## config.mk

```make
export PLATFORM = sky130hd
export DESIGN_NAME = instruction_fetch
export DESIGN_NICKNAME = d
export VERILOG_FILES = /design/src/rtl/instruction_fetch_pkg.sv /design/src/rtl/instruction_fetch_if_id_reg.sv /design/src/rtl/instruction_fetch.sv
export SDC_FILE = /design/constraint.sdc
export NUM_CORES = 1
export LEC_CHECK = 0
export CORE_ASPECT_RATIO = 0.8
export CORE_MARGIN = 2
export CORE_UTILIZATION = 30
export CTS_CLUSTER_SIZE = 8
export DETAILED_ROUTE_END_ITERATION = 12
export PLACE_DENSITY_LB_ADDON = 0.08
export SYNTH_ARGS = -nofsm -noshare
export SYNTH_HDL_FRONTEND = slang
export SYNTH_SLANG_ARGS = --single-unit
export TNS_END_PERCENT = 5
```

## constraint.sdc

```tcl
create_clock -name Clk -period 2.91 [get_ports Clk]
set_input_delay 0.4365 -clock Clk [delete_from_list [all_inputs] [get_ports Clk]]
set_output_delay 0.4365 -clock Clk [all_outputs]
set_load 0.02 [all_outputs]
```

## src/rtl/instruction_fetch_pkg.sv

```systemverilog
// Shared types and constants for the instruction fetch stage.
// Consumed by instruction_fetch and if_id_reg.
package instruction_fetch_pkg;

    localparam int unsigned WORD_W = 32;

    localparam logic [WORD_W-1:0] NOP             = 32'h0000_0000;
    localparam logic [WORD_W-1:0] PC_INC          = 32'd4;
    localparam logic [WORD_W-1:0] WORD_ALIGN_MASK = 32'hFFFF_FFFC;

    typedef enum logic [1:0] {
        S_START = 2'd0,
        S_REQ   = 2'd1,
        S_HOLD  = 2'd2
    } fetch_state_e;

    typedef struct packed {
        logic [WORD_W-1:0] instruction;
        logic [WORD_W-1:0] pcplus4;
    } ifid_payload_t;

    // Sequential PC step; wraps modulo 2^32 by construction.
    function automatic logic [WORD_W-1:0] pc_step(input logic [WORD_W-1:0] pc);
        return pc + PC_INC;
    endfunction

    function automatic logic [WORD_W-1:0] word_align(input logic [WORD_W-1:0] addr);
        return addr & WORD_ALIGN_MASK;
    endfunction

endpackage

```

## src/rtl/instruction_fetch_if_id_reg.sv

```systemverilog
// IF/ID pipeline register with load and bubble controls.
// A bubble wins over a load and leaves the PC+4 field untouched.
module if_id_reg
    import instruction_fetch_pkg::*;
(
    input  logic              Clk,
    input  logic              Rst,
    input  logic              load,
    input  logic              bubble,
    input  ifid_payload_t     next_entry,
    output logic [WORD_W-1:0] instruction,
    output logic [WORD_W-1:0] pcplus4,
    output logic              valid
);

    always_ff @(posedge Clk or negedge Rst) begin
        if (!Rst) begin
            instruction <= NOP;
            pcplus4     <= '0;
            valid       <= 1'b0;
        end else if (bubble) begin
            instruction <= NOP;
            valid       <= 1'b0;
        end else if (load) begin
            instruction <= next_entry.instruction;
            pcplus4     <= next_entry.pcplus4;
            valid       <= 1'b1;
        end
    end

endmodule

```

## src/rtl/instruction_fetch.sv

```systemverilog
// Instruction fetch stage: PC, fetch FSM, one-entry hold buffer, IF/ID register.
// Optional performance counters are built when IF_PERF_CNT_EN is defined.
module instruction_fetch
    import instruction_fetch_pkg::*;
#(
    parameter logic [31:0] RESET_PC = 32'h0000_0000
) (
    input  logic        Clk,
    input  logic        Rst,
    input  logic        Stall,
    input  logic        PCSrc,
    input  logic [31:0] BranchTarget,
    input  logic        Flush,
    output logic        ImemReq,
    output logic [31:0] ImemAddr,
    input  logic        ImemReady,
    input  logic [31:0] ImemData,
    output logic [31:0] PC,
    output logic [31:0] IfId_Instruction,
    output logic [31:0] IfId_PCPlus4,
    output logic        IfId_Valid
`ifdef IF_PERF_CNT_EN
    ,
    output logic [31:0] FetchCount,
    output logic [31:0] StallCount
`endif
);

    fetch_state_e      state;
    fetch_state_e      state_next;
    logic [WORD_W-1:0] pc_next;
    logic [WORD_W-1:0] hold_q;
    logic [WORD_W-1:0] hold_next;
    logic              req_next;
    logic              ifid_load;
    logic              ifid_bubble;
    ifid_payload_t     ifid_next;

    // Next-state, PC and IF/ID control decode.
    always_comb begin
        state_next            = state;
        pc_next               = PC;
        hold_next             = hold_q;
        ifid_load             = 1'b0;
        ifid_bubble           = 1'b0;
        ifid_next.instruction = ImemData;
        ifid_next.pcplus4     = pc_step(PC);

        case (state)
            S_START: begin
                state_next = S_REQ;
            end
            S_REQ: begin
                if (PCSrc) begin
                    pc_next     = word_align(BranchTarget);
                    hold_next   = NOP;
                    ifid_bubble = 1'b1;
                end else if (ImemReady) begin
                    if (Stall) begin
                        hold_next  = ImemData;
                        state_next = S_HOLD;
                    end else if (!Flush) begin
                        ifid_load = 1'b1;
                        pc_next   = pc_step(PC);
                    end
                end else if (!Stall) begin
                    ifid_bubble = 1'b1;
                end
            end
            S_HOLD: begin
                if (PCSrc) begin
                    pc_next     = word_align(BranchTarget);
                    hold_next   = NOP;
                    ifid_bubble = 1'b1;
                    state_next  = S_REQ;
                end else if (!Stall) begin
                    // A flush here drops the buffered word; the same PC is refetched.
                    state_next = S_REQ;
                    hold_next  = NOP;
                    if (!Flush) begin
                        ifid_load             = 1'b1;
                        ifid_next.instruction = hold_q;
                        pc_next               = pc_step(PC);
                    end
                end
            end
            default: begin
                state_next = S_START;
            end
        endcase

        if (Flush) begin
            ifid_bubble = 1'b1;
        end

        req_next = (state_next == S_REQ);
    end

    // Request is registered from the next state so reset drops it immediately.
    always_ff @(posedge Clk or negedge Rst) begin
        if (!Rst) begin
            state   <= S_START;
            PC      <= RESET_PC;
            hold_q  <= NOP;
            ImemReq <= 1'b0;
        end else begin
            state   <= state_next;
            PC      <= pc_next;
            hold_q  <= hold_next;
            ImemReq <= req_next;
        end
    end

    assign ImemAddr = PC;

    if_id_reg u_if_id_reg (
        .Clk         (Clk),
        .Rst         (Rst),
        .load        (ifid_load),
        .bubble      (ifid_bubble),
        .next_entry  (ifid_next),
        .instruction (IfId_Instruction),
        .pcplus4     (IfId_PCPlus4),
        .valid       (IfId_Valid)
    );

`ifdef IF_PERF_CNT_EN
    // Free-running, wrapping event counters.
    always_ff @(posedge Clk or negedge Rst) begin
        if (!Rst) begin
            FetchCount <= '0;
            StallCount <= '0;
        end else begin
            if (ifid_load && !ifid_bubble) begin
                FetchCount <= FetchCount + 32'd1;
            end
            if (Stall) begin
                StallCount <= StallCount + 32'd1;
            end
        end
    end
`endif

endmodule
```

# Word-level counts from Yosys, hierarchy flattened

Index checks and enable logic that the tools add are counted.
Widths: inputs -> output; s select.

Bitwise logic cells: 1
$add $sub $neg: 1
Equality and inequality tests: 6
Reduce and logical (&&, ||, !) cells: 6
Muxes and demuxes: 38

Operator list:

| cell                  | count |
|---|---|
| $mux 32               | 16 |
| $pmux 32 s2           | 2 |
| $add 32x3->32 const B | 1 |
| $mux 1                | 12 |
| $mux 2                | 5 |
| $ne 3x3->1 const B    | 3 |
| $pmux 2 s3            | 1 |
| $eq 2x1->1 const B    | 2 |
| $pmux 1 s2            | 2 |
| $reduce_and 2->1      | 2 |
| $reduce_and 4->1      | 1 |
| $reduce_bool 2->1     | 2 |
| $eq 2x2->1 const B    | 1 |
| $logic_not 2->1       | 1 |
| $not 1->1             | 1 |

Register bits after elaboration: 132
Output and inout bits: 130
Word-level logic and storage cells: 59
Input port bits: 70

# Longest topological paths before layout

Depth in word-level cells: 7
Mapped depth: 10

# By module

A second synthesis with hierarchy kept.

Cells, all modules: 709
Area total of the unflattened synthesis: 7,253.2 um2

By module, submodules not included:

| module            | cells an instance | times used | area an instance (um2) | sequential area each (um2) |
|---|---|---|---|---|
| instruction_fetch | 533               | 1          | 4,604.4                | 1,626.6 |
| if_id_reg         | 176               | 1          | 2,648.8                | 1,626.6 |

# Worst setup path before layout

No wires, ideal clock.

Path type: register to register
Start: register PC[2] (netlist: ImemAddr[2])
End: register u_if_id_reg.pcplus4[22]
Stages on the path, launching flop included: 7
Data required time: 2,841 ps
Arrival time: 1,923 ps
Slack: 918 ps
Setup time: 69 ps
Path buffers: 0
Path through: dfrtp_1 ha_1 nand4_2 nor4_4 nand4_1 or3_1 nand3_1

Cells in the longest elaborated chain, start to end: 1

Ends and longest elaborated chain:

| element                  | RTL line                          | text |
|---|---|---|
| start: declaration       | instruction_fetch.sv:18           | `output logic [31:0] PC,` |
| start signal: assignment | instruction_fetch.sv:108          | `PC <= pc_next;` |
| $add 32x3->32            | instruction_fetch_pkg.sv:24       | `return pc + PC_INC;` |
| end signal: assignment   | instruction_fetch_if_id_reg.sv:26 | `pcplus4 <= next_entry.pcplus4;` |
| end: declaration         | instruction_fetch_if_id_reg.sv:12 | `output logic [WORD_W-1:0] pcplus4,` |

Every way passes these cells.
A chain may end at the register's enable or synchronous reset.

# Worst setup path in the final report

Start: register state[0]
End: register PC[29] (netlist: ImemAddr[29])

Cells in the longest elaborated chain, start to end: 3
Elaborated cells between the ends (all ways): 6

Ends and longest elaborated chain:

| element                                                   | RTL line                 | text |
|---|---|---|
| start: declaration                                        | instruction_fetch.sv:29  | `fetch_state_e state;` |
| start signal: assignment                                  | instruction_fetch.sv:107 | `state <= state_next;` |
| $eq 2x1->1 or $eq 2x2->1 (tied branches)                  | instruction_fetch.sv:49  | `case (state)` |
| $ne 3x3->1 (no line) or $reduce_bool 2->1 (tied branches) | -                        |  |
| $reduce_and 2->1 (no line)                                | -                        |  |

Several ways; a longest one is shown, not always the timed one.

==> out/metrics.cfg <==
[status]
outcome = completed

[clocking]
clk_pin_slew_worst_paths_ns = 0.06
hold_buffers = 0
tritoncts = done
root_buffer = clkbuf_16
cts-buffers-inserted = 17
cts_max_path_buffers = 2
cts_sinks = 128
cts.htree.levels = 4
clock_latency_ns = 0.42
cts_resized = 0
postCtsSetupBuffers = 0

[sta]
post-route-period-util_pct = 87.4
rsz0062_at_grt = no
report.final.slew_viol_count = 0
totalNegativeSetupSlack_ns = 0
relSlewSlack_pct = 27.7
setup_ws_ns = 0.366
worstMarginPinSlew_ns = 1.08
finClkSkew_ns = 0.0130
fin_crit_ns = 2.54
finalHoldViolCount = 0
max_freq_ghz = 0.393
setup_viol = 0
hold_ws_ns = 0.0242

[global_route]
met2_usage_pct = 27.1
use_met3_pct = 3.44
grt_pass1_wl_um = 31500
antenna_found_initial = 0
grtUsageMet1_pct = 24.7
grt_max_degree = 68
grtUsageTotal_pct = 17.5
top_usage_layer = met2
grt_remaining_overflow = 0
grt_pass1_vias = 5688

[yosys]
syn_area_um2 = 6620
synth_seq_area_share_pct = 48.4
synth_top_cell_area_share_pct = 48.4
synthArstFlopShare_pct = 100
synth_edf_count = 0
synthTopCellsByCount = nand2_1, dfrtp_1, o21ai_0
synth_area_leaders = dfrtp_1, nand2_1, o21ai_0
postSynthCellCount = 717
synth_warnings = 0
ys_seq_elements = 128
avgSynthCellArea_um2 = 9.23
synthDistinctLibCells = 57
synth.most_common_cell = nand2_1
synth_flop_cell = dfrtp_1
yosysTopAreaCell = dfrtp_1

[worst_setup_path]
worstPathRequired_ns = 3.22
end_kind = register
cp_max_fo = 26
cp.arrival_ns = 2.86
criticalPathCategory = register to register
start_kind = register
r2r_cells = 7

[placed_design]
numPortBuffers = 191
place_hpwl_um = 13700
place.gp.congestion = 0.758
pre_cts_ws_ns = 0.282
placed_cell_area_um2 = 8590

[route]
vias = 5733
wl_per_cell_um = 17.3
vias_per_cell = 4.99
drt-initial-drc-count = 434
drcViolationCount = 0
ant_nets = 0
drtPass1Iterations = 6
postRouteWirelength_um = 19900

[worst_hold_path]
hp-class = input port to async pin

[layout]
diodes = 0
area_growth_pct = 38.8
fillers = 2111
final_layout_size_suffix_gt1_share_pct = 8.11
nNetsFinal = 938
finalInstanceArea_um2 = 9190

[power]
p_leak_nw = 3.72
peakVddDrop_mv = 0.444
p_total_mw = 9.78
power_density_nw_per_um2 = 1060

[die]
initial_core_util_pct = 30.6
coreArea_um2 = 21600
floorplan.rows = 48
io_pins = 200
die_w_um = 170
fp.dieH_um = 137
dieArea_um2 = 23300

[job]
cap_viol_max_count = 0

flip-flops by register name, summed over array words and instances (netlist names):
signal	count
ImemAddr	30
ImemReq	1
u_if_id_reg.valid	1
u_if_id_reg.instruction	32
u_if_id_reg.pcplus4	30
state	2
hold_q	32
report_power, final:
part / switching, mW / total [mW] / internal [mW]
sequential: 0.727 / 3.22 / 2.49
clock: 0.826 / 2.17 / 1.35
combinational: 2.42 / 4.39 / 1.98
kinds of logic after synthesis:
kind of cell	Yosys count	share of synthesized area (%)
xor+xnor	26	3.44
flops	128	48.4
other cells	1	0.0567
simple gates	253	18.8
buf+inv	96	7.90
fa+ha+maj	5	0.945
mux	40	6.11
compound gates	168	14.4
final timing paths:
kind	from	endpoint	slack, ns
min reg2reg	u_if_id_reg.instruction[0]	u_if_id_reg.instruction[0]	0.48
min in group Clk	u_if_id_reg.instruction[0]	u_if_id_reg.instruction[0]	0.48
min	Rst	ImemAddr[10]	0.02
max in group asynchronous	Rst	ImemAddr[17]	2.15
max reg2reg	state[0]	ImemAddr[29]	0.37
max	state[0]	ImemAddr[29]	0.37
cells in the final DEF (no fill, tap or decap), types with 10 or more instances in the layout:
cell / count
xnor2_1: 15
o21ai_0: 109
nor2_1: 18
and4_1: 11
clkdlybuf4s50_1: 190
xor2_1: 11
a21oi_1: 13
nand2_1: 146
a22oi_1: 10
buf_4: 16
clkbuf_16: 17
nor4_1: 10
mux2i_1: 37
and3_1: 10
dfrtp_1: 128
o22ai_1: 11
nor3_1: 15
layer usage:
layer	part of all wire, %	vias up
li1	-	2748
met1	48	2808
met4	1.6	0
met2	46	153
met5	0	-
met3	4.2	24
layout make-up:
cell class | instances | area (um2) | area share (%)
tap | 275 | 344 | 3.74
sequential | 128 | 3200 | 34.9
clock inverter | 13 | 166 | 1.81
inverter | 8 | 30.0 | 0.327
timing repair buffer | 210 | 2090 | 22.8
clock buffer | 18 | 429 | 4.67
multi-input combinational | 498 | 2920 | 31.8
critical path, cell delays in order (launching register included):
cell      delay, ns
dfrtp_1        0.40
inv_1          0.10
ha_1           0.33
nor2_2         0.10
buf_4          0.21
nor2_2         0.85
a211oi_1       0.17
a211oi_1       0.27
through the flow:
stage / std cells / utilization (%)
after global routing: 1150 / 42.5
after global placement: 1119 / 39.7
after detailed placement: 1119 / 39.7
final: 1150 / 42.5
after floorplan: 722 / -
after CTS: 1150 / 42.5
No activity file was read; power rests on OpenSTA's default activity.
